$ cat config.mk
export PLATFORM = sky130hd
export DESIGN_NAME = mux_scan_ctrl
export DESIGN_NICKNAME = d
export VERILOG_FILES = /design/src/rtl/mux_scan_pkg.sv /design/src/rtl/mux_scan_ctrl_settle_timer.sv /design/src/rtl/mux_scan_ctrl.sv
export SDC_FILE = /design/constraint.sdc
export NUM_CORES = 1
export LEC_CHECK = 0
export CAP_MARGIN = 20
export CORE_MARGIN = 5
export CORE_UTILIZATION = 46
export CTS_CLUSTER_DIAMETER = 30
export DETAILED_ROUTE_END_ITERATION = 10
export PLACE_DENSITY = 0.73
export SKIP_LAST_GASP = 1
export SLEW_MARGIN = 25
export SYNTH_ARGS = -nofsm -noshare
export SYNTH_HDL_FRONTEND = slang
export SYNTH_SLANG_ARGS = --single-unit
export TNS_END_PERCENT = 10
$ cat constraint.sdc
create_clock -name clk -period 1.56 [get_ports clk]
set_input_delay 0.156 -clock clk [delete_from_list [all_inputs] [get_ports clk]]
set_output_delay 0.156 -clock clk [all_outputs]
set_load 0.02 [all_outputs]
$ cat src/rtl/mux_scan_pkg.sv
// ---------------------------------------------------------------------------
// mux_scan_pkg : shared types, sizes and channel-pick helper for mux_scan_ctrl
// Rev 1.0
// ---------------------------------------------------------------------------
`default_nettype none

package mux_scan_pkg;

  localparam int NUM_CH = 4;
  localparam int CNT_W  = 4;

  typedef enum logic [1:0] {
    ST_IDLE   = 2'd0,
    ST_SETTLE = 2'd1,
    ST_CAPT   = 2'd2,
    ST_DONE   = 2'd3
  } scan_state_t;

  typedef struct packed {
    logic       found;
    logic [1:0] idx;
  } ch_pick_t;

  // Lowest enabled channel whose index is >= from; found=0 when none remains.
  function automatic ch_pick_t pick_channel(input logic [NUM_CH-1:0] mask,
                                            input logic [2:0]        from);
    ch_pick_t r;
    r.found = 1'b0;
    r.idx   = 2'd0;
    for (int i = NUM_CH - 1; i >= 0; i--) begin
      if (mask[i] && (i >= int'(from))) begin
        r.found = 1'b1;
        r.idx   = 2'(i);
      end
    end
    return r;
  endfunction

endpackage

`default_nettype wire

$ cat src/rtl/mux_scan_ctrl_settle_timer.sv
// ---------------------------------------------------------------------------
// settle_timer : settle down-counter; done is high on the last settle cycle
// Rev 1.0
// ---------------------------------------------------------------------------
`default_nettype none

module settle_timer
  import mux_scan_pkg::*;
#(
  parameter int SETTLE_CYCLES = 1
) (
  input  logic clk,
  input  logic rst_n,
  input  logic load,
  output logic done
);

  localparam logic [CNT_W-1:0] c_LOAD_VAL = CNT_W'(SETTLE_CYCLES);

  logic [CNT_W-1:0] r_count;

  // Loaded on the edge that enters SETTLE, so the first SETTLE cycle sees the full value.
  always_ff @(posedge clk or negedge rst_n) begin
    if (!rst_n) begin
      r_count <= '0;
    end else if (load) begin
      r_count <= c_LOAD_VAL;
    end else if (r_count != '0) begin
      r_count <= r_count - CNT_W'(1);
    end
  end

  assign done = (r_count == CNT_W'(1));

endmodule

`default_nettype wire

$ cat src/rtl/mux_scan_ctrl.sv
// ---------------------------------------------------------------------------
// mux_scan_ctrl : steps a 4:1 mux over the enabled channels and captures y
// Option macro MUX_SCAN_AUTO_RESTART_EN : rescan from DONE on each handshake
// Rev 1.0
// ---------------------------------------------------------------------------
`default_nettype none

module mux_scan_ctrl
  import mux_scan_pkg::*;
#(
  parameter int SETTLE_CYCLES = 1
) (
  input  logic              clk,
  input  logic              rst_n,
  input  logic              start,
  input  logic [NUM_CH-1:0] ch_mask,
  input  logic              y,
  output logic              s1,
  output logic              s0,
  output logic [NUM_CH-1:0] sample,
  output logic              out_valid,
  input  logic              out_ready,
  output logic              busy
);

  scan_state_t       r_state;
  logic [1:0]        r_ch;
  logic [NUM_CH-1:0] r_mask;
  logic [NUM_CH-1:0] r_sample;
  logic              r_s1;
  logic              r_s0;
  logic              r_out_valid;
  logic              r_busy;

  ch_pick_t w_first;
  ch_pick_t w_next;
  logic     w_handshake;
  logic     w_load;
  logic     w_timer_done;

  assign w_first     = pick_channel(ch_mask, 3'd0);
  assign w_next      = pick_channel(r_mask, {1'b0, r_ch} + 3'd1);
  assign w_handshake = r_out_valid && out_ready;

`ifdef MUX_SCAN_AUTO_RESTART_EN
  ch_pick_t w_first_latched;
  assign w_first_latched = pick_channel(r_mask, 3'd0);
`endif

  always_comb begin
    w_load = 1'b0;
    case (r_state)
      ST_IDLE: w_load = start && w_first.found;
      ST_CAPT: w_load = w_next.found;
`ifdef MUX_SCAN_AUTO_RESTART_EN
      ST_DONE: w_load = w_handshake && w_first_latched.found;
`endif
      default: w_load = 1'b0;
    endcase
  end

  settle_timer #(
    .SETTLE_CYCLES(SETTLE_CYCLES)
  ) u_settle_timer (
    .clk  (clk),
    .rst_n(rst_n),
    .load (w_load),
    .done (w_timer_done)
  );

  always_ff @(posedge clk or negedge rst_n) begin
    if (!rst_n) begin
      r_state     <= ST_IDLE;
      r_ch        <= 2'd0;
      r_mask      <= '0;
      r_sample    <= '0;
      r_s1        <= 1'b0;
      r_s0        <= 1'b0;
      r_out_valid <= 1'b0;
      r_busy      <= 1'b0;
    end else begin
      case (r_state)
        ST_IDLE: begin
          if (start) begin
            r_mask   <= ch_mask;
            r_sample <= '0;
            r_busy   <= 1'b1;
            if (w_first.found) begin
              r_state <= ST_SETTLE;
              r_ch    <= w_first.idx;
              r_s1    <= w_first.idx[1];
              r_s0    <= w_first.idx[0];
            end else begin
              r_state     <= ST_DONE;
              r_out_valid <= 1'b1;
            end
          end
        end

        ST_SETTLE: begin
          if (w_timer_done) begin
            r_state <= ST_CAPT;
          end
        end

        ST_CAPT: begin
          r_sample[r_ch] <= y;
          if (w_next.found) begin
            r_state <= ST_SETTLE;
            r_ch    <= w_next.idx;
            r_s1    <= w_next.idx[1];
            r_s0    <= w_next.idx[0];
          end else begin
            r_state     <= ST_DONE;
            r_s1        <= 1'b0;
            r_s0        <= 1'b0;
            r_out_valid <= 1'b1;
          end
        end

        ST_DONE: begin
          if (w_handshake) begin
`ifdef MUX_SCAN_AUTO_RESTART_EN
            // Rescan the latched mask; an empty mask completes again at once.
            r_sample <= '0;
            if (w_first_latched.found) begin
              r_state     <= ST_SETTLE;
              r_ch        <= w_first_latched.idx;
              r_s1        <= w_first_latched.idx[1];
              r_s0        <= w_first_latched.idx[0];
              r_out_valid <= 1'b0;
            end
`else
            r_state     <= ST_IDLE;
            r_out_valid <= 1'b0;
            r_busy      <= 1'b0;
`endif
          end
        end

        default: begin
          r_state <= ST_IDLE;
        end
      endcase
    end
  end

  assign s1        = r_s1;
  assign s0        = r_s0;
  assign sample    = r_sample;
  assign out_valid = r_out_valid;
  assign busy      = r_busy;

endmodule

`default_nettype wire
==> results of run 1 <==
worst max-delay path, delay by kind of cell:
family	cells	cell delay, ns
multiplexers	1	0.31
AND/OR/NAND/NOR	1	0.55
buffers and inverters	1	0.42
AO/OA/AOI/OAI	2	0.27
kinds of logic after synthesis:
kind of cell,count (synthesis),synth area share (%)
simple gates,40,20.2
fa+ha+maj,2,2.45
compound gates,27,20.4
mux,5,5.87
flops,19,46.5
buf+inv,9,3.67
xor+xnor,1,0.857
cell usage in the layout, fill, tap and decap left out, drive strengths merged:
cell	instances
nand3	2
or4	1
xnor2	1
nor3b	1
a221oi	1
a31o	1
or3	1
nand2b	7
clkdlybuf4s50	15
a22o	4
a21o	1
nor2	10
o2bb2ai	1
a21oi	8
nand2	9
inv	5
buf	19
nor3	5
a21boi	1
a31oi	2
clkbuf	4
and2b	1
mux2	5
dlymetal6s2s	1
a211oi	2
dfrtp	19
o21bai	2
a311oi	1
ha	2
nor2b	3
o21ai	3
stage by stage:
step,std cells,setup WS [ns]
detailed placement,160,-0.303
floorplan,103,0.0193
CTS,165,0.00669
finish,166,0.0423
global placement,160,-0.266
global route,166,0.0179
path summary, 6_finish.rpt:
check,startpoint,endpoint,slack (ns),cells past startpoint
setup / recovery,ch_mask[3],r_ch[1],0.04,5
hold / removal,rst_n,out_valid,0.18,2
setup reg to reg,r_state[0],r_ch[1],0.08,4
hold reg to reg,s0,s0,0.49,1
max in group asynchronous,rst_n,r_state[1],1.16,2
min in group clk,ch_mask[0],r_state[1],0.42,6
final cells by class:
type / count / area (um^2) / area share (%)
well taps: 28 / 35.0 / 2.54
multi-input cells: 75 / 517 / 37.5
flip-flops and latches: 19 / 477 / 34.6
clock buffers: 4 / 26.3 / 1.91
inverters: 5 / 18.8 / 1.36
repair buffers: 35 / 305 / 22.1
flip-flops by register name, indices dropped and copies added (netlist names):
register	flops
u_settle_timer.r_count	4
s1	1
r_mask	3
out_valid	1
r_state	2
busy	1
sample	4
s0	1
r_ch	2
synth_stat cells (all sizes together):
| cell type | instances | area, um^2 |
|---|---|---|
| a21o | 1 | 7.51 |
| nor2 | 10 | 37.5 |
| a221oi | 1 | 8.76 |
| nor3b | 1 | 12.5 |
| xnor2 | 1 | 8.76 |
| mux2 | 5 | 60.1 |
| buf | 1 | 7.51 |
| a21oi | 8 | 51.3 |
| o2bb2ai | 1 | 8.76 |
| dfrtp | 19 | 475 |
| nor2b | 3 | 18.8 |
| a21boi | 1 | 18.8 |
| o21ai | 3 | 18.8 |
| nand3 | 2 | 10.0 |
| nor3 | 5 | 25.0 |
| nand2 | 9 | 33.8 |
| ha | 2 | 25.0 |
| or3 | 1 | 6.26 |
| nand2b | 7 | 43.8 |
| a211oi | 2 | 15.0 |
| and2b | 1 | 7.51 |
| a22o | 4 | 35.0 |
| a311oi | 1 | 8.76 |
| a31o | 1 | 8.76 |
| inv | 5 | 18.8 |
| a31oi | 2 | 12.5 |
| o21bai | 2 | 15.0 |
| or4 | 1 | 11.3 |
| clkbuf | 3 | 11.3 |
metal layers:
metal	vias to the layer above	wire, um	share of wire, %	track usage (%)
met4	0	29	1.3	6.29
met1	410	975	45	19.4
met2	29	1030	47	24.0
met3	4	141	6.5	2.71
li1	431	-	-	-
met5	-	0	0	0
repair_timing:
item | CTS | global route
endpoints found under the hold margin | 0 | 0
pin swaps | 1 | 2
endpoints found under the setup margin | 1 | 2
setup buffers | 1 | 1
gates resized for setup | 1 | 3
power by group:
group / switching [mW] / leakage, nW / internal, mW
sequential: 0.204 / 0.238 / 0.716
clock: 0.141 / 0.0150 / 0.0998
combinational: 0.670 / 0.377 / 0.728
total: 1.01 / 0.630 / 1.54
==> out/results.txt, run 1 <==
Placer congestion estimate - 0.798
Seq cells post-synth - 19
Routed wire length - 2.17 mm
CP Max Fanout - 5
Status - completed
Mapped Area - 0.00102 mm^2
CTS tree - yes
RSZ-0062 raised after global routing - false
Design Area, Final - 0.00138 mm^2
Syn Area/Cell - 9.92 um^2
Iter 0 DRT Violations - 36
Hold WS - 0.183 ns
Wirelength per Cell - 13.1 um
Global-route wire length before repair - 3.84 mm
Vias in the first global route - 921
Yosys cell types - 32
Period utilization - 97.3%
Count of hold-fix buffers inserted at cts - 0
CORE AREA - 0.00217 mm^2
Syn Inst Count - 103
Hold crit path type - primary input to async pin
Max-slew violation count - 0
Final hold viol count - 0
Drt drc - 0
Vias per cell - 5.27
Fin crit period - 1.52 ns
Placed Instance Area - 0.00133 mm^2
Fill cell total of the finished layout - 193
Via count - 874
CP required - 1.75 ns
Gr usage total - 14.8%
Crit start category - primary input
Initial antenna violation count - 0
Slew headroom - 75.5%
Crit path capture type - flop
Util after Layout - 63.6%
Yosys warns - 0
Layout cells sized above 1 - 26.1%
Die Area - 0.00326 mm^2
Worst Tran Pin Value - 0.368 ns
Total congestion overflow - 0
Crit path cell chain - clkdlybuf4s50_1 > or4_4 > a21boi_4 > a21oi_4 > mux2_4
VDD IR max - 1020 uV
Worst-Skew Late Latency - 0.30 ns
Setup violators final - 0
IO buf count - 16
P&R area growth vs syn - 34.9%
Antenna Cells - 0
Initial core utilization - 47.1%
Setup TNS - 0 ns
Routed Antenna Nets - 0
Die Ht - 57.1 um
Total CTS buffers - 3
IO Pins - 17
Max_cap viols - 0
Pwr per Cell Area - 1860 mW/mm^2
Slowest stage delay, CP - 0.55 ns
Largest net degree at the start of global routing - 20
Crit path kind - primary input to flop
Row cnt - 17
Max Clk Rate - 0.659 GHz
Clock Skew - 0.00490 ns
CP max stage cell - or4_4
DP HPWL - 1.66 mm
Clock transition at path regs - 0.10 ns
Part of the Yosys area used for sequential elements - 46.5%
Worst EP arrival - 1.71 ns
Final #Nets - 150
Root buf cell - clkbuf_4
H-Tree Depth - 1
Length of the first detailed-routing pass in iterations - 4
Leak - 0.630 nW
Synthesized Nets - 114
Longest Clk Path Bufs - 2
Total power - 2.56 mW
DIE WIDTH - 57.1 um
Clk sinks - 19
Note: power is estimated with default switching activity, not from simulation.
==> run 2, diff against run 1 <==
Settings changed: CORE_MARGIN 5 to default.
==> out/results.txt, run 2 (synthesis results as in run 1) <==
Clock Skew - 0.00603 ns
Reg2reg setup slack - 0.10 ns
VDD IR max - 1090 uV
CP required - 1.75 ns
IO buf count - 16
CP bufs+invs - 1
Layout cells sized above 1 - 24.1%
Worst Tran Pin Value - 0.343 ns
Final hold viol count - 0
Row cnt - 16
Slowest stage delay, CP - 0.56 ns
Die Ht - 49.1 um
Total power - 2.49 mW
Max_cap viols - 0
Fin worst setup slack - 0.0155 ns
Final #Nets - 149
P&R area growth vs syn - 33.0%
Via count - 874
Vias in the first global route - 859
Routed Antenna Nets - 0
Clk sinks - 19
Met2 Use GR - 33.6%
Leak - 0.615 nW
Max Clk Rate - 0.647 GHz
Placement Setup Slack - -0.302 ns
CTS tree - yes
Length of the first detailed-routing pass in iterations - 4
Antenna Cells - 0
Max-slew violation count - 0
Crit start category - primary input
CP Max Fanout - 5
GR peak layer - met2
Root buf cell - clkbuf_4
Placer congestion estimate - 0.863
Wirelength per Cell - 12.9 um
Crit path cell chain - clkdlybuf4s50_1 > or4_4 > a21boi_4 > a21oi_4 > mux2_4
Design Area, Final - 0.00136 mm^2
DP HPWL - 1.66 mm
Period utilization - 99.0%
Longest Clk Path Bufs - 2
CP top delay family - simple AND/OR/NAND/NOR gates
CP Launch Point - ch_mask[1]
Total congestion overflow - 0
Met3 Usage GRT - 2.80%
Setup violators final - 0
Vias per cell - 5.33
Status - completed
Global-route wire length before repair - 3.78 mm
Crit path to - r_ch[1]
Slew headroom - 77.1%
Reg-to-Reg Start - r_state[0]
Setup TNS - 0 ns
Setup bufs post-CTS - 0
DIE WIDTH - 49.1 um
Placed Instance Area - 0.00133 mm^2
H-Tree Depth - 1
Hold crit path type - primary input to async pin
RSZ-0062 raised after global routing - true
Gr usage total - 20.5%
Total CTS buffers - 3
Worst EP arrival - 1.73 ns
Most frequent cells in the layout - dfrtp_1, buf_4, clkdlybuf4s50_1
Critical R2R Capture - r_ch[1]
Crit path kind - primary input to flop
Drt drc - 0
CP max stage cell - or4_4
Grt met1 use - 27.5%
Routed wire length - 2.11 mm
CORE AREA - 0.00202 mm^2
Fin crit period - 1.54 ns
Initial core utilization - 50.6%
Clock transition at path regs - 0.11 ns
Util after Layout - 67.3%
Iter 0 DRT Violations - 16
R2R cell count - 4
Fill cell total of the finished layout - 161
IO Pins - 17
Largest net degree at the start of global routing - 20
Die Area - 0.00241 mm^2
Initial antenna violation count - 0
Crit path capture type - flop
Worst-Skew Late Latency - 0.29 ns
Pwr per Cell Area - 1830 mW/mm^2
CP Depth - 5
==> run 2: cell types whose count changed in the layout (fill, tap and decap cells not counted), sizes merged <==
cell,change
clkdlybuf4s50,+1
dlymetal6s2s,-1
buf,-1
==> run 2: worst register-to-register path: stages (launching register included) <==
cell      delay, ns
dfrtp_1        0.41
nand2b_1       0.25
a21boi_4       0.20
a21oi_4        0.18
mux2_4         0.32
==> run 2: worst min-delay path by stage <==
stage	startpoint	endpoint	slack [ns]	cells past startpoint
detailed placement	sample[3]	sample[3]	0.49	1
CTS	rst_n	out_valid	0.19	2
floorplan	rst_n	busy	-0.14	0
finish	rst_n	r_state[0]	0.18	2
global placement	s0	s0	0.46	1
global route	rst_n	out_valid	0.21	2
==> run 2: what timing repair did <==
item | CTS | global route
gates resized for setup | 0 | 1
hold buffers | 0 | 0
setup endpoints to repair | 0 | 7
==> run 2: report_power, final <==
group	total [mW]	leakage, nW	switching, mW	internal [mW]
sequential	0.917	0.238	0.202	0.715
clock	0.247	0.0150	0.147	0.0992
combinational	1.33	0.362	0.650	0.681
==> run 2: metal layers <==
metal  wire length [um]  share of wire, %
met5                  0                 0
met1                991                47
met3                 82               3.9
met2               1020                48
met4                 14              0.66
==> run 2: cell type report <==
type	count	area, um^2	area share, %
multi-input combinational	75	509	37.4
sequential	19	477	35.1
timing repair buffer	34	295	21.7
tap	27	33.8	2.48
clock buffer	4	26.3	1.93
inverter	5	18.8	1.38
==> run 2: per-stage QoR <==
stage / hold WS [ns] / std cells
2_1_floorplan: -0.140 / 103
3_3_place_gp: 0.465 / 160
6_report: 0.180 / 164
5_1_grt: 0.213 / 164
3_5_place_dp: 0.491 / 160
4_1_cts: 0.189 / 164
==> run 3, diff against run 2 <==
Settings changed: MAX_ROUTING_LAYER from default to met4, SETUP_SLACK_MARGIN from default to 0.15.
==> out/results.txt, run 3 (synthesis results as in run 1) <==
Status - completed
Drt drc - 0
Placed Instance Area - 0.00133 mm^2
Clk sinks - 19
Gr usage total - 22.0%
Fin crit period - 1.46 ns
Count of hold-fix buffers inserted at cts - 0
Largest net degree at the start of global routing - 20
Longest Clk Path Bufs - 2
Routed wire length - 2.26 mm
Setup TNS - 0 ns
Iter 0 DRT Violations - 20
Worst-Skew Late Latency - 0.30 ns
CP Max Fanout - 4
Total congestion overflow - 0
CORE AREA - 0.00202 mm^2
DP HPWL - 1.65 mm
Global-route wire length before repair - 3.93 mm
Root buf cell - clkbuf_4
Final #Nets - 149
Placer congestion estimate - 0.875
Routed Antenna Nets - 0
Wirelength per Cell - 13.8 um
Crit path kind - primary input to flop
RSZ-0062 raised after global routing - true
Worst EP arrival - 1.65 ns
P&R area growth vs syn - 35.4%
Pwr per Cell Area - 1900 mW/mm^2
Leak - 0.654 nW
Design Area, Final - 0.00138 mm^2
CP required - 1.75 ns
Crit start category - primary input
Period utilization - 93.7%
Die Area - 0.00241 mm^2
CTS tree - yes
VDD IR max - 1190 uV
Length of the first detailed-routing pass in iterations - 4
IO Pins - 17
Crit path capture type - flop
Setup violators final - 0
Clock Skew - 0.00267 ns
Via count - 872
Row cnt - 16
Max Clk Rate - 0.684 GHz
IO buf count - 16
Max-slew violation count - 0
Layout cells sized above 1 - 27.0%
Vias per cell - 5.32
Worst Tran Pin Value - 0.331 ns
Slew headroom - 77.9%
DIE WIDTH - 49.1 um
Fin worst setup slack - 0.0988 ns
Total CTS buffers - 3
Placement Setup Slack - -0.273 ns
Clock transition at path regs - 0.10 ns
Vias in the first global route - 864
Final hold viol count - 0
H-Tree Depth - 1
Die Ht - 49.1 um
Most common cell after layout, fill and taps aside - dfrtp_1
Hold crit path type - primary input to async pin
Most frequent cells in the layout - dfrtp_1, buf_4, clkdlybuf4s50_1
Initial core utilization - 50.6%
Max_cap viols - 0
Initial antenna violation count - 0
Antenna Cells - 0
[run 3: cell types whose count changed in the layout (fill, tap and decap cells not counted)]
cell,previous run,this run
a221oi_1,1,0
clkdlybuf4s50_1,16,12
nand2b_1,7,6
dlymetal6s2s_1,0,1
dlygate4sd2_1,0,3
nand2b_4,0,1
a211oi_2,0,1
a211oi_1,2,1
buf_6,0,1
nor2b_2,0,1
a221oi_2,0,1
nor2b_1,3,2
buf_4,18,17
[run 3: final timing paths]
path / startpoint / to / slack [ns] / cells past startpoint
min: rst_n / r_state[0] / 0.18 / 2
max in group asynchronous: rst_n / r_state[1] / 1.17 / 2
min reg2reg: s0 / s0 / 0.50 / 1
min in group clk: ch_mask[2] / r_mask[2] / 0.35 / 3
max reg2reg: r_state[1] / r_ch[1] / 0.15 / 5
max: ch_mask[1] / r_ch[1] / 0.1 / 5
[run 3: where the power goes]
group / switching (mW) / leakage (nW) / internal, mW
registers: 0.201 / 0.238 / 0.716
clock network: 0.146 / 0.0150 / 0.0996
logic: 0.715 / 0.400 / 0.749
[run 3: worst max-delay path: stages]
cell and delay [ns]:
clkdlybuf4s50_1 0.42, or4_4 0.51, a21boi_4 0.19, a21oi_4 0.06, mux2_4 0.30
[run 3: routing by layer]
layer / GRT usage, % / share of wire (%) / vias up
li1: - / - / 430
met1: 27.5 / 44 / 418
met2: 35.4 / 50 / 20
met3: 6.23 / 4.1 / 4
met4: 4.41 / 1.2 / 0
met5: - / 0 / -
[run 3: area by class of cell]
| cell class | instances | area [um^2] |
|---|---|---|
| clock buffers | 4 | 26.3 |
| repair buffers | 34 | 298 |
| fillers | 167 | 638 |
| multi-input cells | 75 | 531 |
| well taps | 27 | 33.8 |
| inverters | 5 | 18.8 |
| flip-flops and latches | 19 | 477 |
[run 3: repair_timing]
action                                  CTS  global route
gates cloned                              0             0
pin swaps                                 2             1
resized for setup                         4             5
buffers inserted                          1             1
endpoints found under the setup margin   14            16
[run 3: per-stage QoR]
step	instances	utilization, %	total power [mW]	hold slack, ns
2_1_floorplan	103	-	1.81	-0.140
3_3_place_gp	158	65.5	2.22	0.470
3_5_place_dp	158	65.5	2.28	0.475
4_1_cts	163	67.2	2.56	0.178
5_1_grt	164	68.4	2.83	0.218
6_report	164	68.4	2.63	0.176
